==> src/rtl/float_sum_seq.sv <==
// -----------------------------------------------------------------------------
// float_sum_seq
//
// Reduces a stream of `len` IEEE-754 single floats to one sum by driving an
// external pipelined float adder. Each accepted element produces exactly one
// adder request with the running accumulator on add_a and the element on
// add_b. The adder result becomes the new accumulator. After the last result
// the sum is published on `sum` with a one-cycle `done` pulse.
//
// No float arithmetic happens here. Sign, zero and normalisation handling
// belong entirely to the adder.
//
// Optional feature (macro FLOAT_SUM_SKIP_ZERO_EN):
//   When defined, an accepted element equal to +0.0 or -0.0 is consumed
//   without an adder request. The element count still decrements.
//   When undefined, every element goes through the adder.
//
// Ports:
//   clk       clock
//   rst       asynchronous active-low reset
//   start     begin a reduction (sampled only while idle)
//   len       element count, sampled with start
//   in_valid  element valid
//   in_data   element
//   in_ready  element accepted when in_valid && in_ready
//   busy      high whenever not idle
//   done      one-cycle pulse, sum valid
//   sum       final sum, held until overwritten by the next result
//   add_req   one-cycle adder request
//   add_a     adder operand a (accumulator)
//   add_b     adder operand b (element)
//   add_out   adder result
//   add_ack   adder result valid (one cycle)
// -----------------------------------------------------------------------------
module float_sum_seq #(
  parameter int float_width = 32,
  parameter int len_width   = 16
) (
  input  logic                   clk,
  input  logic                   rst,
  input  logic                   start,
  input  logic [len_width-1:0]   len,
  input  logic                   in_valid,
  input  logic [float_width-1:0] in_data,
  output logic                   in_ready,
  output logic                   busy,
  output logic                   done,
  output logic [float_width-1:0] sum,
  output logic                   add_req,
  output logic [float_width-1:0] add_a,
  output logic [float_width-1:0] add_b,
  input  logic [float_width-1:0] add_out,
  input  logic                   add_ack
);

  typedef enum logic [1:0] {
    IDLE     = 2'd0,
    WAIT_IN  = 2'd1,
    WAIT_ACK = 2'd2
  } state_t;

  localparam logic [len_width-1:0]   LEN_ZERO = {len_width{1'b0}};
  localparam logic [len_width-1:0]   LEN_ONE  = {{(len_width-1){1'b0}}, 1'b1};
  localparam logic [float_width-1:0] F_ZERO   = {float_width{1'b0}};

  state_t                 state_r, state_s;
  logic [float_width-1:0] acc_r, acc_s;
  logic [float_width-1:0] sum_r, sum_s;
  logic [float_width-1:0] add_a_r, add_a_s;
  logic [float_width-1:0] add_b_r, add_b_s;
  logic [len_width-1:0]   rem_r, rem_s;
  logic                   done_r, done_s;
  logic                   add_req_r, add_req_s;
  logic                   skip_s;

  // Status outputs are pure state decodes; everything else comes from flops.
  assign in_ready = (state_r == WAIT_IN);
  assign busy     = (state_r != IDLE);
  assign done     = done_r;
  assign sum      = sum_r;
  assign add_req  = add_req_r;
  assign add_a    = add_a_r;
  assign add_b    = add_b_r;

  // Zero-element detection: exponent and mantissa both zero, sign ignored.
  always_comb begin
    skip_s = 1'b0;
`ifdef FLOAT_SUM_SKIP_ZERO_EN
    if (in_data[float_width-2:0] == F_ZERO[float_width-2:0]) begin
      skip_s = 1'b1;
    end else begin
      skip_s = 1'b0;
    end
`else
    skip_s = 1'b0;
`endif
  end

  // Next-state and next-output computation.
  always_comb begin
    state_s   = state_r;
    acc_s     = acc_r;
    sum_s     = sum_r;
    add_a_s   = add_a_r;
    add_b_s   = add_b_r;
    rem_s     = rem_r;
    done_s    = 1'b0;
    add_req_s = 1'b0;
    case (state_r)
      IDLE: begin
        if (start) begin
          if (len == LEN_ZERO) begin
            // Empty reduction completes immediately with +0.0.
            sum_s  = F_ZERO;
            done_s = 1'b1;
          end else begin
            acc_s   = F_ZERO;
            rem_s   = len;
            state_s = WAIT_IN;
          end
        end else begin
          state_s = IDLE;
        end
      end
      WAIT_IN: begin
        if (in_valid && skip_s) begin
          // Zero element: adding it cannot change the accumulator.
          rem_s = rem_r - LEN_ONE;
          if (rem_r == LEN_ONE) begin
            sum_s   = acc_r;
            done_s  = 1'b1;
            state_s = IDLE;
          end else begin
            state_s = WAIT_IN;
          end
        end else if (in_valid) begin
          add_req_s = 1'b1;
          add_a_s   = acc_r;
          add_b_s   = in_data;
          state_s   = WAIT_ACK;
        end else begin
          state_s = WAIT_IN;
        end
      end
      WAIT_ACK: begin
        // Operands stay put until the adder answers, however long it takes.
        if (add_ack) begin
          acc_s = add_out;
          rem_s = rem_r - LEN_ONE;
          if (rem_r == LEN_ONE) begin
            sum_s   = add_out;
            done_s  = 1'b1;
            state_s = IDLE;
          end else begin
            state_s = WAIT_IN;
          end
        end else begin
          state_s = WAIT_ACK;
        end
      end
      default: begin
        state_s = IDLE;
      end
    endcase
  end

  // State and datapath registers.
  always_ff @(posedge clk or negedge rst) begin
    if (!rst) begin
      state_r   <= IDLE;
      acc_r     <= F_ZERO;
      sum_r     <= F_ZERO;
      add_a_r   <= F_ZERO;
      add_b_r   <= F_ZERO;
      rem_r     <= LEN_ZERO;
      done_r    <= 1'b0;
      add_req_r <= 1'b0;
    end else begin
      state_r   <= state_s;
      acc_r     <= acc_s;
      sum_r     <= sum_s;
      add_a_r   <= add_a_s;
      add_b_r   <= add_b_s;
      rem_r     <= rem_s;
      done_r    <= done_s;
      add_req_r <= add_req_s;
    end
  end

endmodule

==> config.mk <==
export PLATFORM = sky130hd
export DESIGN_NAME = float_sum_seq
export DESIGN_NICKNAME = d
export VERILOG_FILES = /design/src/rtl/float_sum_seq.sv
export SDC_FILE = /design/constraint.sdc
export NUM_CORES = 1
export LEC_CHECK = 0
export CORE_MARGIN = 2
export CORE_UTILIZATION = 50
export DETAILED_ROUTE_END_ITERATION = 8
export PLACE_DENSITY = 0.87
export RECOVER_POWER = 50
export SETUP_SLACK_MARGIN = 0.15
export SLEW_MARGIN = 30
export SYNTH_ARGS = -nofsm -noshare
export SYNTH_HDL_FRONTEND = slang
export SYNTH_SLANG_ARGS = --single-unit
==> constraint.sdc <==
create_clock -name clk -period 6.5 [get_ports clk]
set_clock_uncertainty 0.2 [all_clocks]
set_input_delay 1.3 -clock clk [delete_from_list [all_inputs] [get_ports clk]]
set_output_delay 1.3 -clock clk [all_outputs]
set_load 0.01 [all_outputs]
==> impl_metrics.tcl <==
set metrics [dict create \
    cts_tree "yes" \
    hp-class "flip-flop to flip-flop" \
    drt_iter0_markers 283 \
    die_w_um 117 \
    vias_per_cell 5.27 \
    avgSynthCellArea_um2 10.6 \
    coreArea_mm2 0.0125 \
    grt_setup_unrepaired "no" \
    drv_slew 132 \
    die_area_mm2 0.0136 \
    syn-cell-area_mm2 0.00635 \
    wl_per_cell_um 17.0 \
    yosysSeqAreaShare 0.583 \
    p_leak_nw 4.18 \
    powerDensity_mw_per_mm2 425 \
    clock_sinks 148 \
    grt_pass1_vias 5124 \
    hold_viol 0 \
    grt_pass1_wl_um 25300 \
    cp_cell_sequence "dlygate4sd3_1 > nand2_1 > or2_2 > clkinvlp_2 > nand2_1 > nand2_1" \
    gr-total-overflow 0 \
    cts_buffer_depth 2 \
    cts_resized 0 \
    wl_um 16200 \
    die_h_um 117 \
    port_buffers 184 \
    area_delta_synth_final_pct 40.6 \
    cp_max_fo 65 \
    first_pass_iters 5 \
    cp-start-kind "input port" \
    drive_gt1_frac 0.141 \
    vias 5023 \
    instances_no_fill 953 \
    final_nets 857 \
    post-route-period-util 0.701 \
    grt_max_degree 83 \
    cpMaxStageDelayCell "clkinvlp_2" \
    start_util 0.507 \
    top_level_ports 185 \
    antenna_found_initial 0 \
    cp.buffers_inverters 2 \
    clk_latency_ns 0.42 \
    dp_cells 923 \
    track_usage 0.243 \
    vdd_drop_max_uv 184 \
    cts_setup_buffers 0 \
    synth_fp_nets 687 \
    setup_viol 0 \
    yosys.cell_types.count 42 \
    gp_congestion 0.868 \
    diodes 0 \
    violations "capacitance limit, slew limit" \
    maxCapViolCount 2 \
    drtAntennaViolNets 0 \
    synthCells 600 \
    cp_common_cell "nand2_1" \
    hpwl_um 10900 \
    status "finished with violations" \
    root_buffer "clkbuf_16" \
    htreeDepth 4 \
    rows 41 \
    cts_made_buffers 17 \
    tightest_slew_ns 2.90 \
    cp.required_ns 6.58 \
    slew_headroom -0.931 \
    drc 0 \
    critPathMaxStageDelay_ns 1.80 \
    fmax_mhz 219 \
    ys_seq_elements 148 \
    yosysWarnings 0 \
    cts_hold_buf 0 \
    critPathTopFamily "buffers and inverters" \
    n_fill_cell 931 \
    worstSetupPathType "input port to flip-flop" \
    finalSetupTns_ns 0 \
    cp.arrival_ns 4.64 \
    end_kind "flip-flop" \
    clkTransAtPathRegs_ns 0.06 \
    min_period_ns 4.56 \
]
routing by layer:
metal / vias up / GRT usage / share of wire / routed length, um
li1: 2369 / - / - / -
met1: 2440 / 0.291 / 0.41 / 6620
met2: 184 / 0.408 / 0.50 / 8120
met3: 30 / 0.0737 / 0.070 / 1140
met4: 0 / 0.104 / 0.020 / 320
met5: - / 0 / 0 / 0
area by class of cell:
cell class,instances,area (um^2),area share
Clock inverter,8,125,0.0140
Tap cell,172,215,0.0241
Clock buffer,22,484,0.0542
Sequential cell,148,3700,0.415
Inverter,6,23.8,0.00266
Multi-Input combinational cell,406,2450,0.275
Timing Repair Buffer,191,1920,0.215
cells in the final DEF (no fill, tap or decap), drive strengths merged, types with 6 or more instances in the layout:
master,n
a21oi,8
and2,33
buf,7
clkbuf,23
clkdlybuf4s50,177
dfrtp,148
dlygate4sd3,6
mux2,64
nand2,194
nor2,13
nor3,10
nor4,12
o221ai,12
o2bb2ai,9
worst reg2reg max path, cell delays in order (launching register included):
cell	delay [ns]
dfrtp_1	0.86
or2_2	0.26
clkinvlp_2	1.80
nand2_1	0.70
nand2_1	0.08
power breakdown:
| part | total, mW | switching (mW) | internal (mW) | leakage, nW |
|---|---|---|---|---|
| clock | 1.00 | 0.365 | 0.640 | 0.298 |
| combinational | 1.33 | 0.659 | 0.667 | 1.92 |
| sequential | 1.47 | 0.228 | 1.24 | 1.97 |
synthesized netlist by cell type:
| library cell | n | area share |
|---|---|---|
| or4_1 | 4 | 0.0047 |
| or3b_2 | 1 | 0.0014 |
| inv_1 | 6 | 0.0035 |
| and3_1 | 1 | 0.00099 |
| a31oi_1 | 1 | 0.00099 |
| or2_2 | 1 | 0.00099 |
| o221ai_1 | 12 | 0.017 |
| nand3b_1 | 1 | 0.0012 |
| buf_6 | 3 | 0.0053 |
| mux2i_1 | 2 | 0.0032 |
| nor3b_1 | 1 | 0.0012 |
| and3b_1 | 1 | 0.0014 |
| clkbuf_1 | 31 | 0.018 |
| o32a_1 | 2 | 0.0032 |
| dfrtp_1 | 148 | 0.58 |
| o21a_1 | 1 | 0.0012 |
| o21ai_0 | 5 | 0.0039 |
| a22oi_1 | 5 | 0.0059 |
| or3_1 | 5 | 0.0049 |
| mux2_1 | 1 | 0.0018 |
| nor3_1 | 10 | 0.0079 |
| nor2_1 | 13 | 0.0077 |
| mux2_2 | 63 | 0.11 |
| o2bb2ai_1 | 9 | 0.012 |
| nand2_1 | 194 | 0.11 |
| a31o_2 | 1 | 0.0014 |
| a2bb2oi_1 | 1 | 0.0014 |
| buf_1 | 5 | 0.0030 |
| a41oi_1 | 2 | 0.0028 |
| or4b_2 | 2 | 0.0032 |
| nor4_1 | 12 | 0.012 |
| o22ai_4 | 1 | 0.0032 |
| buf_2 | 1 | 0.00079 |
| nand2b_1 | 2 | 0.0020 |
| a21oi_1 | 8 | 0.0063 |
| ha_1 | 2 | 0.0039 |
| or4_4 | 1 | 0.0018 |
| and2_1 | 33 | 0.033 |
| o22ai_1 | 2 | 0.0020 |
| nand3_1 | 1 | 0.00079 |
| nand4_1 | 2 | 0.0020 |
| nor2b_1 | 3 | 0.0030 |
flip-flops by register name, indices dropped and copies added (netlist names):
name	flops
done	1
add_req	1
add_a	32
state_r	2
acc_r	32
add_b	32
sum	32
rem_r	16
logic make-up after synthesis:
group | Yosys count | share of synthesized area
compound gates | 50 | 0.0611
simple gates | 288 | 0.204
buf+inv | 46 | 0.0309
fa+ha+maj | 2 | 0.00394
mux | 66 | 0.117
flops | 148 | 0.583
stage by stage:
stage,utilization,power [mW],setup WS (ns),hold slack (ns),area (um^2)
final,0.713,3.80,1.94,0.269,8930
after global routing,0.713,4.02,1.53,0.288,8930
after CTS,0.714,3.82,2.63,0.271,8930
after detailed placement,0.665,2.80,2.20,0.254,8320
after global placement,0.661,2.73,2.27,0.245,8270
after floorplan,-,2.12,3.36,0.235,6350
final timing paths:
check	start	endpoint	slack (ns)	depth (start not counted)
worst max-delay path	in_valid	add_a[0]	1.94	6
max in group asynchronous	rst	add_b[1]	4.10	2
min in group asynchronous	rst	acc_r[25]	0.71	1
worst min-delay path	acc_r[2]	add_a[2]	0.27	2
worst min register to register	acc_r[2]	add_a[2]	0.27	2
worst max register to register	state_r[1]	add_a[0]	2.47	4
Note: power is estimated with default switching activity, not from simulation.
